**config.mk**
```make
export PLATFORM = sky130hd
export DESIGN_NAME = camera_stream_gen
export DESIGN_NICKNAME = d
export VERILOG_FILES = /design/src/rtl/camera_stream_gen.sv
export SDC_FILE = /design/constraint.sdc
export NUM_CORES = 1
export LEC_CHECK = 0
export ABC_AREA = 1
export ABC_CLOCK_PERIOD_IN_PS = 2900
export CAP_MARGIN = 20
export CORE_ASPECT_RATIO = 1.1
export CORE_MARGIN = 2
export CORE_UTILIZATION = 35
export CTS_BUF_LIST = sky130_fd_sc_hd__clkbuf_2 sky130_fd_sc_hd__clkbuf_4 sky130_fd_sc_hd__clkbuf_8
export CTS_CLUSTER_DIAMETER = 60
export DETAILED_ROUTE_END_ITERATION = 16
export HOLD_SLACK_MARGIN = 0.06
export PLACE_DENSITY_LB_ADDON = 0.12
export SLEW_MARGIN = 10
export SYNTH_ARGS = -nofsm -noshare
export SYNTH_HDL_FRONTEND = slang
export SYNTH_SLANG_ARGS = --single-unit
```
**constraint.sdc**
```tcl
create_clock -name clk -period 2.9 [get_ports clk]
set_input_delay 0.435 -clock clk [delete_from_list [all_inputs] [get_ports clk]]
set_output_delay 0.435 -clock clk [all_outputs]
set_load 0.05 [all_outputs]
```
**src/rtl/camera_stream_gen.sv**
```systemverilog
// Synthetic DVP camera transmitter: vsync/href/byte stream of RGB565 test patterns,
// one byte per clk, high byte first; stands in for the sensor on the camera read path.
module camera_stream_gen #(
  parameter int          H_ACTIVE    = 640,
  parameter int          H_BLANK     = 288,
  parameter int          V_ACTIVE    = 480,
  parameter int          VSYNC_LINES = 3,
  parameter int          V_BACK      = 17,
  parameter int          V_FRONT     = 10,
  parameter logic [15:0] SOLID_COLOR = 16'hF800
) (
  input  logic       clk,
  input  logic       reset,
  input  logic       enable,
  input  logic [1:0] pattern_sel,
  output logic       vsync,
  output logic       href,
  output logic [7:0] p_data,
  output logic       frame_done,
  output logic [7:0] frame_count
);

  localparam int LINE_BYTES  = 2 * H_ACTIVE + H_BLANK;
  localparam int FRAME_LINES = VSYNC_LINES + V_BACK + V_ACTIVE + V_FRONT;
  localparam int H_W         = $clog2(LINE_BYTES);
  localparam int V_W         = $clog2(FRAME_LINES);
  localparam int BAR_W       = H_ACTIVE / 8;

  localparam logic [H_W-1:0] H_LAST      = H_W'(LINE_BYTES - 1);
  localparam logic [H_W-1:0] H_ACT_BYTES = H_W'(2 * H_ACTIVE);
  localparam logic [V_W-1:0] V_LAST      = V_W'(FRAME_LINES - 1);
  localparam logic [V_W-1:0] V_SYNC_END  = V_W'(VSYNC_LINES);
  localparam logic [V_W-1:0] V_ACT_START = V_W'(VSYNC_LINES + V_BACK);
  localparam logic [V_W-1:0] V_ACT_LAST  = V_W'(VSYNC_LINES + V_BACK + V_ACTIVE - 1);

  localparam logic [0:0] S_IDLE = 1'b0;
  localparam logic [0:0] S_RUN  = 1'b1;

  logic [0:0]     state_r, state_s;
  logic [H_W-1:0] h_cnt_r, h_cnt_s;
  logic [V_W-1:0] v_cnt_r, v_cnt_s;
  logic [1:0]     sel_r, sel_s;
  logic           vsync_r, href_r, done_r;
  logic [7:0]     data_r, count_r;
  logic           run_s, act_line_s, vsync_s, href_s, done_s, y3_s;
  logic [15:0]    x_s, pix_s;
  logic [7:0]     data_s;

  function automatic logic [15:0] pattern_pixel(input logic [1:0] sel, input logic [15:0] x,
                                                input logic y3);
    logic [2:0] bar;
    bar = 3'(x / 16'(BAR_W));
    case (sel)
      2'd0: pattern_pixel = SOLID_COLOR;
      2'd1: begin
        case (bar)
          3'd0:    pattern_pixel = 16'hFFFF;
          3'd1:    pattern_pixel = 16'hFFE0;
          3'd2:    pattern_pixel = 16'h07FF;
          3'd3:    pattern_pixel = 16'h07E0;
          3'd4:    pattern_pixel = 16'hF81F;
          3'd5:    pattern_pixel = 16'hF800;
          3'd6:    pattern_pixel = 16'h001F;
          default: pattern_pixel = 16'h0000;
        endcase
      end
      2'd2:    pattern_pixel = {x[7:3], x[7:2], x[7:3]};
      2'd3:    pattern_pixel = (x[3] ^ y3) ? 16'h0000 : 16'hFFFF;
      default: pattern_pixel = SOLID_COLOR;
    endcase
  endfunction

  // Next state: a frame, once started, always runs to its final byte
  always_comb begin
    state_s = state_r;
    h_cnt_s = h_cnt_r;
    v_cnt_s = v_cnt_r;
    sel_s   = sel_r;
    case (state_r)
      S_IDLE: begin
        h_cnt_s = {H_W{1'b0}};
        v_cnt_s = {V_W{1'b0}};
        if (enable) begin
          state_s = S_RUN;
          sel_s   = pattern_sel;
        end else begin
          state_s = S_IDLE;
        end
      end
      S_RUN: begin
        if (h_cnt_r == H_LAST) begin
          h_cnt_s = {H_W{1'b0}};
          if (v_cnt_r == V_LAST) begin
            v_cnt_s = {V_W{1'b0}};
            if (enable) begin
              state_s = S_RUN;
              sel_s   = pattern_sel;
            end else begin
              state_s = S_IDLE;
            end
          end else begin
            v_cnt_s = v_cnt_r + 1'b1;
          end
        end else begin
          h_cnt_s = h_cnt_r + 1'b1;
        end
      end
      default: begin
        state_s = S_IDLE;
        h_cnt_s = {H_W{1'b0}};
        v_cnt_s = {V_W{1'b0}};
      end
    endcase
  end

  // Output decode from the current counters; registered below so all outputs move together
  always_comb begin
    run_s      = (state_r == S_RUN);
    act_line_s = (v_cnt_r >= V_ACT_START) && (v_cnt_r <= V_ACT_LAST);
    vsync_s    = run_s && (v_cnt_r < V_SYNC_END);
    href_s     = run_s && act_line_s && (h_cnt_r < H_ACT_BYTES);
    done_s     = run_s && (v_cnt_r == V_ACT_LAST) && (h_cnt_r == H_ACT_BYTES);
    x_s        = 16'(h_cnt_r >> 1);
    y3_s       = 1'((v_cnt_r - V_ACT_START) >> 3);
    pix_s      = pattern_pixel(sel_r, x_s, y3_s);
    if (!href_s) begin
      data_s = 8'h00;
    end else if (h_cnt_r[0]) begin
      data_s = pix_s[7:0];
    end else begin
      data_s = pix_s[15:8];
    end
  end

  // State, counters and latched pattern
  always_ff @(posedge clk or posedge reset) begin
    if (reset) begin
      state_r <= S_IDLE;
      h_cnt_r <= {H_W{1'b0}};
      v_cnt_r <= {V_W{1'b0}};
      sel_r   <= 2'd0;
    end else begin
      state_r <= state_s;
      h_cnt_r <= h_cnt_s;
      v_cnt_r <= v_cnt_s;
      sel_r   <= sel_s;
    end
  end

  // Registered stream outputs and completed-frame counter
  always_ff @(posedge clk or posedge reset) begin
    if (reset) begin
      vsync_r <= 1'b0;
      href_r  <= 1'b0;
      data_r  <= 8'h00;
      done_r  <= 1'b0;
      count_r <= 8'h00;
    end else begin
      vsync_r <= vsync_s;
      href_r  <= href_s;
      data_r  <= data_s;
      done_r  <= done_s;
      if (done_s) begin
        count_r <= count_r + 8'd1;
      end else begin
        count_r <= count_r;
      end
    end
  end

  assign vsync       = vsync_r;
  assign href        = href_r;
  assign p_data      = data_r;
  assign frame_done  = done_r;
  assign frame_count = count_r;

endmodule
```
After elaboration in Yosys (flattened, before gate mapping)
Index checks and enable logic that the tools add are counted.

word-level totals
  bits in registers = 42
  bits of input ports = 5
  output and inout bits = 19
  word-level logic and storage cells = 62

cells by class
  add/subtract/negate cells = 4
  div/mod/pow operators = 1
  $lt $le $gt $ge = 4
  equal/unequal tests = 15
  mux-type cells = 18
  bitwise operators = 2
  reductions and logical operators = 9

operators with widths
  kind                                                                                  count
  16-bit case mux with 7 select lines                                                   1
  16-bit case mux with 4 select lines                                                   1
  11-bit == test (second input constant)                                                2
  11-bit case mux with 2 select lines                                                   1
  9-bit == test (second input constant)                                                 2
  9-bit two-way mux                                                                     2
  9-bit case mux with 2 select lines                                                    1
  10-bit by 7-bit divider with 16-bit output (second input constant)                    1
  16-bit two-way mux                                                                    1
  8-bit two-way mux                                                                     2
  11-bit by 1-bit adder with 11-bit output (second input constant)                      1
  11-bit < comparator (second input constant)                                           1
  11-bit two-way mux                                                                    1
  9-bit by 1-bit adder with 9-bit output (second input constant)                        1
  3-bit == test (second input constant)                                                 3
  9-bit by 5-bit greater-or-equal comparator with 1-bit output (second input constant)  1
  9-bit <= comparator (second input constant)                                           1
  9-bit by 2-bit < comparator with 1-bit output (second input constant)                 1
  8-bit by 1-bit adder with 8-bit output (second input constant)                        1
  3-bit by 2-bit == test with 1-bit output (second input constant)                      2
  1-bit logical AND                                                                     6
  2-bit two-way mux                                                                     3
  2-bit == test (second input constant)                                                 2
  2-bit by 1-bit inequality test with 1-bit output (second input constant)              2
  other kinds (11)                                                                      13

Logic depth before layout (Yosys ltp)
  word-level depth = 6
  gate-level depth with buffers = 17
  depth with buffers taken out = 16

Worst setup path after synthesis
Ideal clock, no wire load.

  path kind = reg2reg
  from = register v_cnt_r[2]
  to = register count_r[7] (netlist: frame_count[7])
  setup time = 0.140 ns
  arrival time = 1.573 ns
  data required time = 2.760 ns
  slack = 1.187 ns
  cell stages (with the launch flop) = 11
  buffers on the path = 0
  period minus slack after synthesis = 1.713 ns
  cell sequence = dfrtp_1 inv_1 ha_1 nand3_1 nor3_1 nand4_1 nor2_2 nand2_1 nor2_1 nand3_1 xnor2_1

on the way
  longest elaborated chain between the ends = 3

ends and longest elaborated chain
  element                         line  source
  from (decl)                     41    logic [V_W-1:0] v_cnt_r, v_cnt_s;
  from (signal assigned)          140   v_cnt_r <= {V_W{1'b0}};
  from (signal assigned)          145   v_cnt_r <= v_cnt_s;
  9-bit == test                   122   done_s = run_s && (v_cnt_r == V_ACT_LAST) && (h_cnt_r == H_ACT_BYTES);
  1-bit logical AND (2 in a row)  122
  to (signal assigned)            164   count_r <= count_r + 8'd1;
  to (signal assigned)            166   count_r <= count_r;
  to (decl)                       44    logic [7:0] data_r, count_r;

Every way passes these cells.
A chain may end at the register's enable or synchronous reset.

Final worst setup path
  from = register h_cnt_r[0]
  to = register sel_r[1]

on the way
  longest elaborated chain between the ends = 3

ends and longest elaborated chain
  element                                                     line  source
  from (decl)                                                 40    logic [H_W-1:0] h_cnt_r, h_cnt_s;
  from (signal assigned)                                      139   h_cnt_r <= {H_W{1'b0}};
  from (signal assigned)                                      144   h_cnt_r <= h_cnt_s;
  11-bit == test                                              91    if (h_cnt_r == H_LAST) begin
  2-bit by 1-bit inequality test with 1-bit output (no line)  -
  2-bit AND reduction (no line)                               -
  to (signal assigned)                                        146   sel_r <= sel_s;
  to (decl)                                                   42    logic [1:0] sel_r, sel_s;

Every way passes these cells.

==> metrics.md <==
| Metric | Value |
|---|---|
| Outcome | `complete, no violations` |
| Post-synth top area cell | `dfrtp_1` |
| Clock sinks | `42` |
| Tot GR Track Use | `0.152` |
| Synth Area per Inst | `7.96 µm²` |
| Initial antenna violation count | `0` |
| CP Data Required Time | `3.09 ns` |
| CTS Buffer Depth | `2` |
| Dpl hpwl | `4120 µm` |
| Combinational power share | `0.015` |
| DR vias/cell | `4.77` |
| DR vias | `2050` |
| Final Skew | `0.00861 ns` |
| Max IR drop VDD | `0.198 mV` |
| Starting Density | `0.364` |
| Rows | `32` |
| Hold path startpoint | `frame_count[7]$_DFFE_PP0P_` |
| F_max | `433 MHz` |
| Multi-input logic area | `0.00126 mm²` |
| Gr ovfl total | `0` |
| Reg clk slew, reported paths | `0.09 ns` |
| R2R setup slack | `0.59 ns` |
| Register area share after synthesis | `0.410` |
| Number of nets with antenna violations after routing | `0` |
| Slowest CP cell | `dfrtp_1` |
| Hold-critical path depth | `1` |
| Worst hold path endpoint | `frame_count[7]$_DFFE_PP0P_` |
| Final nets | `358` |
| Layout filler cell count | `725` |
| Area Overhead vs Synth | `16.6%` |
| Least-Margin Pin Slew | `0.542 ns` |
| Sw Share | `0.187` |
| Lkg Pwr | `1.40 nW` |
| Number of synthesized flops with an enable pin | `0` |
| Share of the synthesized area in the top cell type | `0.410` |
| FF-to-FF Start | `h_cnt_r[0]$_DFF_PP0_` |
| Final core occ | `0.424` |
| DR WL/cell | `12.6 µm` |
| Clk Latency, worst-skew pair | `0.30 ns` |
| RR Endpoint | `sel_r[1]$_DFFE_PP0P_` |
| Slew HR | `0.639` |
| Layout cells sized above 1 | `0.139` |
| FF+latch area | `0.00105 mm²` |
| Worst path cell trace | `ha_1 -> nand2_1 -> nor2_1 -> nand4_1 -> nand2_1 -> inv_2 -> nor2_4 -> nand2_1 -> nor2_1 -> a21oi_1` |
| Number of global-route vias before repair | `2069` |
| DRT Pass-1 Iters | `4` |
| Critical path endpoint category | `register` |
| H-tree depth | `2` |
| First-pass GRT wire length | `9830 µm` |
| RD Place Congestion | `0.839` |
| Reg2reg path depth | `10` |
| Ant. Diodes | `0` |
| Post-synthesis cell type count | `37` |
| Post-Syn Nets | `336` |
| Synthesis Warnings | `0` |
| Main flop type after synthesis | `dfrtp_1` |
| Period utilization | `0.797` |
| Mapped Area | `0.00256 mm²` |
| Final setup violation count | `0` |
| CTS root buf | `clkbuf_8` |
| # port buffers | `23` |
| 1st-iter DRT viols | `95` |
| Cell mode on critical path | `nand2_1` |
| Startpoint Class | `register` |
| Clock Power Share | `0.488` |
| Num CTS Buffers | `5` |
| Ranking of synthesized cells by area | `dfrtp_1, nand2_1, nor2_1` |
| WP data arrival | `2.50 ns` |
| Die width | `85.6 µm` |
| PD cells | `394 mW/mm²` |
| RSZ-0062 raised after global routing | `no` |
| Die Ht | `93.8 µm` |
| Post-CTS Hold Fix Bufs | `0` |
| Final Max Slew Viols | `0` |
| FF+latch count, synth | `42` |
| Remaining DRCs | `0` |
| Maxcap violations | `0` |
| Io pins | `24` |
| Worst Path Max Fanout | `13` |
| Total negative slack | `0 ns` |
| Hold Vio Cnt, Final | `0` |
| Worst min-delay path category | `reg2reg` |
| Ys async rst share | `1.00` |
| Die area | `0.00803 mm²` |
| CTS tree | `yes` |
| Final worst path period need | `2.31 ns` |
| CP peak stage delay | `0.60 ns` |
| Reg power frac | `0.497` |
| Cell Int Power | `958 µW` |
| Final wirelength | `5430 µm` |
| Crit path kind | `reg2reg` |
| NetSw | `220 µW` |
| Core area | `0.00705 mm²` |
| # Post-CTS Setup Buffers | `0` |
| Post-Syn Instances | `322` |
| Largest net degree at the start of global routing | `43` |
| Post-CTS sizing | `0` |
-- routing by layer --
layer	part of all wire	up-vias	GRT usage
met4	0.024	0	0.0595
li1	-	1068	-
met3	0.033	12	0.0334
met5	0	-	0
met2	0.49	28	0.256
met1	0.46	942	0.189
-- cells in the final DEF, fill, tap and decap left out, types with 7 or more instances in the layout --
cell	synthesis	routed
nand2_2	7	7
nor2_1	46	46
xor2_1	8	8
clkdlybuf4s50_1	0	23
nand3_1	21	21
ha_1	9	9
nor3_1	9	9
a21oi_1	19	19
inv_2	9	9
nand2_1	53	53
dfrtp_1	42	42
inv_1	39	38
-- layout make-up --
| cell class | count | area share |
|---|---|---|
| multi-input cells | 221 | 0.420 |
| clock buffers | 6 | 0.0276 |
| repair buffers | 24 | 0.0795 |
| clock inverters | 2 | 0.0201 |
| well taps | 85 | 0.0356 |
| flip-flops and latches | 42 | 0.352 |
| inverters | 50 | 0.0653 |
-- critical path: cells and delay by family (launching register included) --
kind | cells | cell delay [ns]
AOI/OAI and AO/OA | 1 | 0.05
adders and majority gates | 1 | 0.25
and+or+nand+nor | 7 | 1.11
buffers and inverters | 1 | 0.19
DFF | 1 | 0.60
-- synth_stat cells, drive strengths merged, types with 3 or more instances --
cell    number
nand3       28
clkbuf       3
a21oi       20
nand2       63
o21ai        5
ha           9
a31oi        5
nor3        11
buf          6
dfrtp       42
nand4        6
inv         50
xor2         8
and3         3
nor2        53
-- worst max path at each step --
stage / from / end / slack [ns] / cells after the start
after floorplan: v_cnt_r[2]$_DFFE_PP0N_ / frame_count[7]$_DFFE_PP0P_ / 1.19 / 10
after global placement: h_cnt_r[0]$_DFF_PP0_ / sel_r[0]$_DFFE_PP0P_ / 0.68 / 10
after detailed placement: h_cnt_r[0]$_DFF_PP0_ / sel_r[1]$_DFFE_PP0P_ / 0.63 / 10
after CTS: h_cnt_r[0]$_DFF_PP0_ / sel_r[1]$_DFFE_PP0P_ / 0.60 / 10
after global routing: h_cnt_r[0]$_DFF_PP0_ / v_cnt_r[7]$_DFFE_PP0N_ / 0.27 / 11
final: h_cnt_r[0]$_DFF_PP0_ / sel_r[1]$_DFFE_PP0P_ / 0.59 / 10
-- through the flow --
stage | hold slack [ns] | std cells | area, µm² | power, mW | worst slack [ns]
global route | 0.494 | 430 | 2990 | 1.22 | 0.267
finish | 0.477 | 430 | 2990 | 1.18 | 0.590
global placement | 0.463 | 422 | 2850 | 0.617 | 0.680
floorplan | 0.453 | 322 | 2560 | 0.606 | 1.19
CTS | 0.484 | 430 | 2990 | 1.20 | 0.601
detailed placement | 0.473 | 422 | 2850 | 0.616 | 0.632
-- power groups by stage --
stage | Sequential, mW | Clock, mW | Combinational, mW
after detailed placement | 0.597 | 0 | 0.0197
after global routing | 0.585 | 0.609 | 0.0216
after CTS | 0.585 | 0.593 | 0.0198
after global placement | 0.597 | 0 | 0.0199
after floorplan | 0.597 | 0 | 0.00886
final | 0.585 | 0.575 | 0.0182
-- cells by family after synthesis --
group / count (synthesis) / synth area share
adders and majority gates: 9 / 0.0439
buffers and inverters: 59 / 0.100
AOI/OAI and AO/OA: 35 / 0.0796
and+or+nand+nor: 168 / 0.336
DFF: 42 / 0.410
xor gates and xnor gates: 9 / 0.0307
-- sequential cells by signal, summed over array words and instances, names as in the netlist --
signal	cells
h_cnt_r	11
sel_r	2
vsync	1
run_s	1
p_data	8
frame_done	1
frame_count	8
v_cnt_r	9
href	1
(Power assumes the default switching activity.)
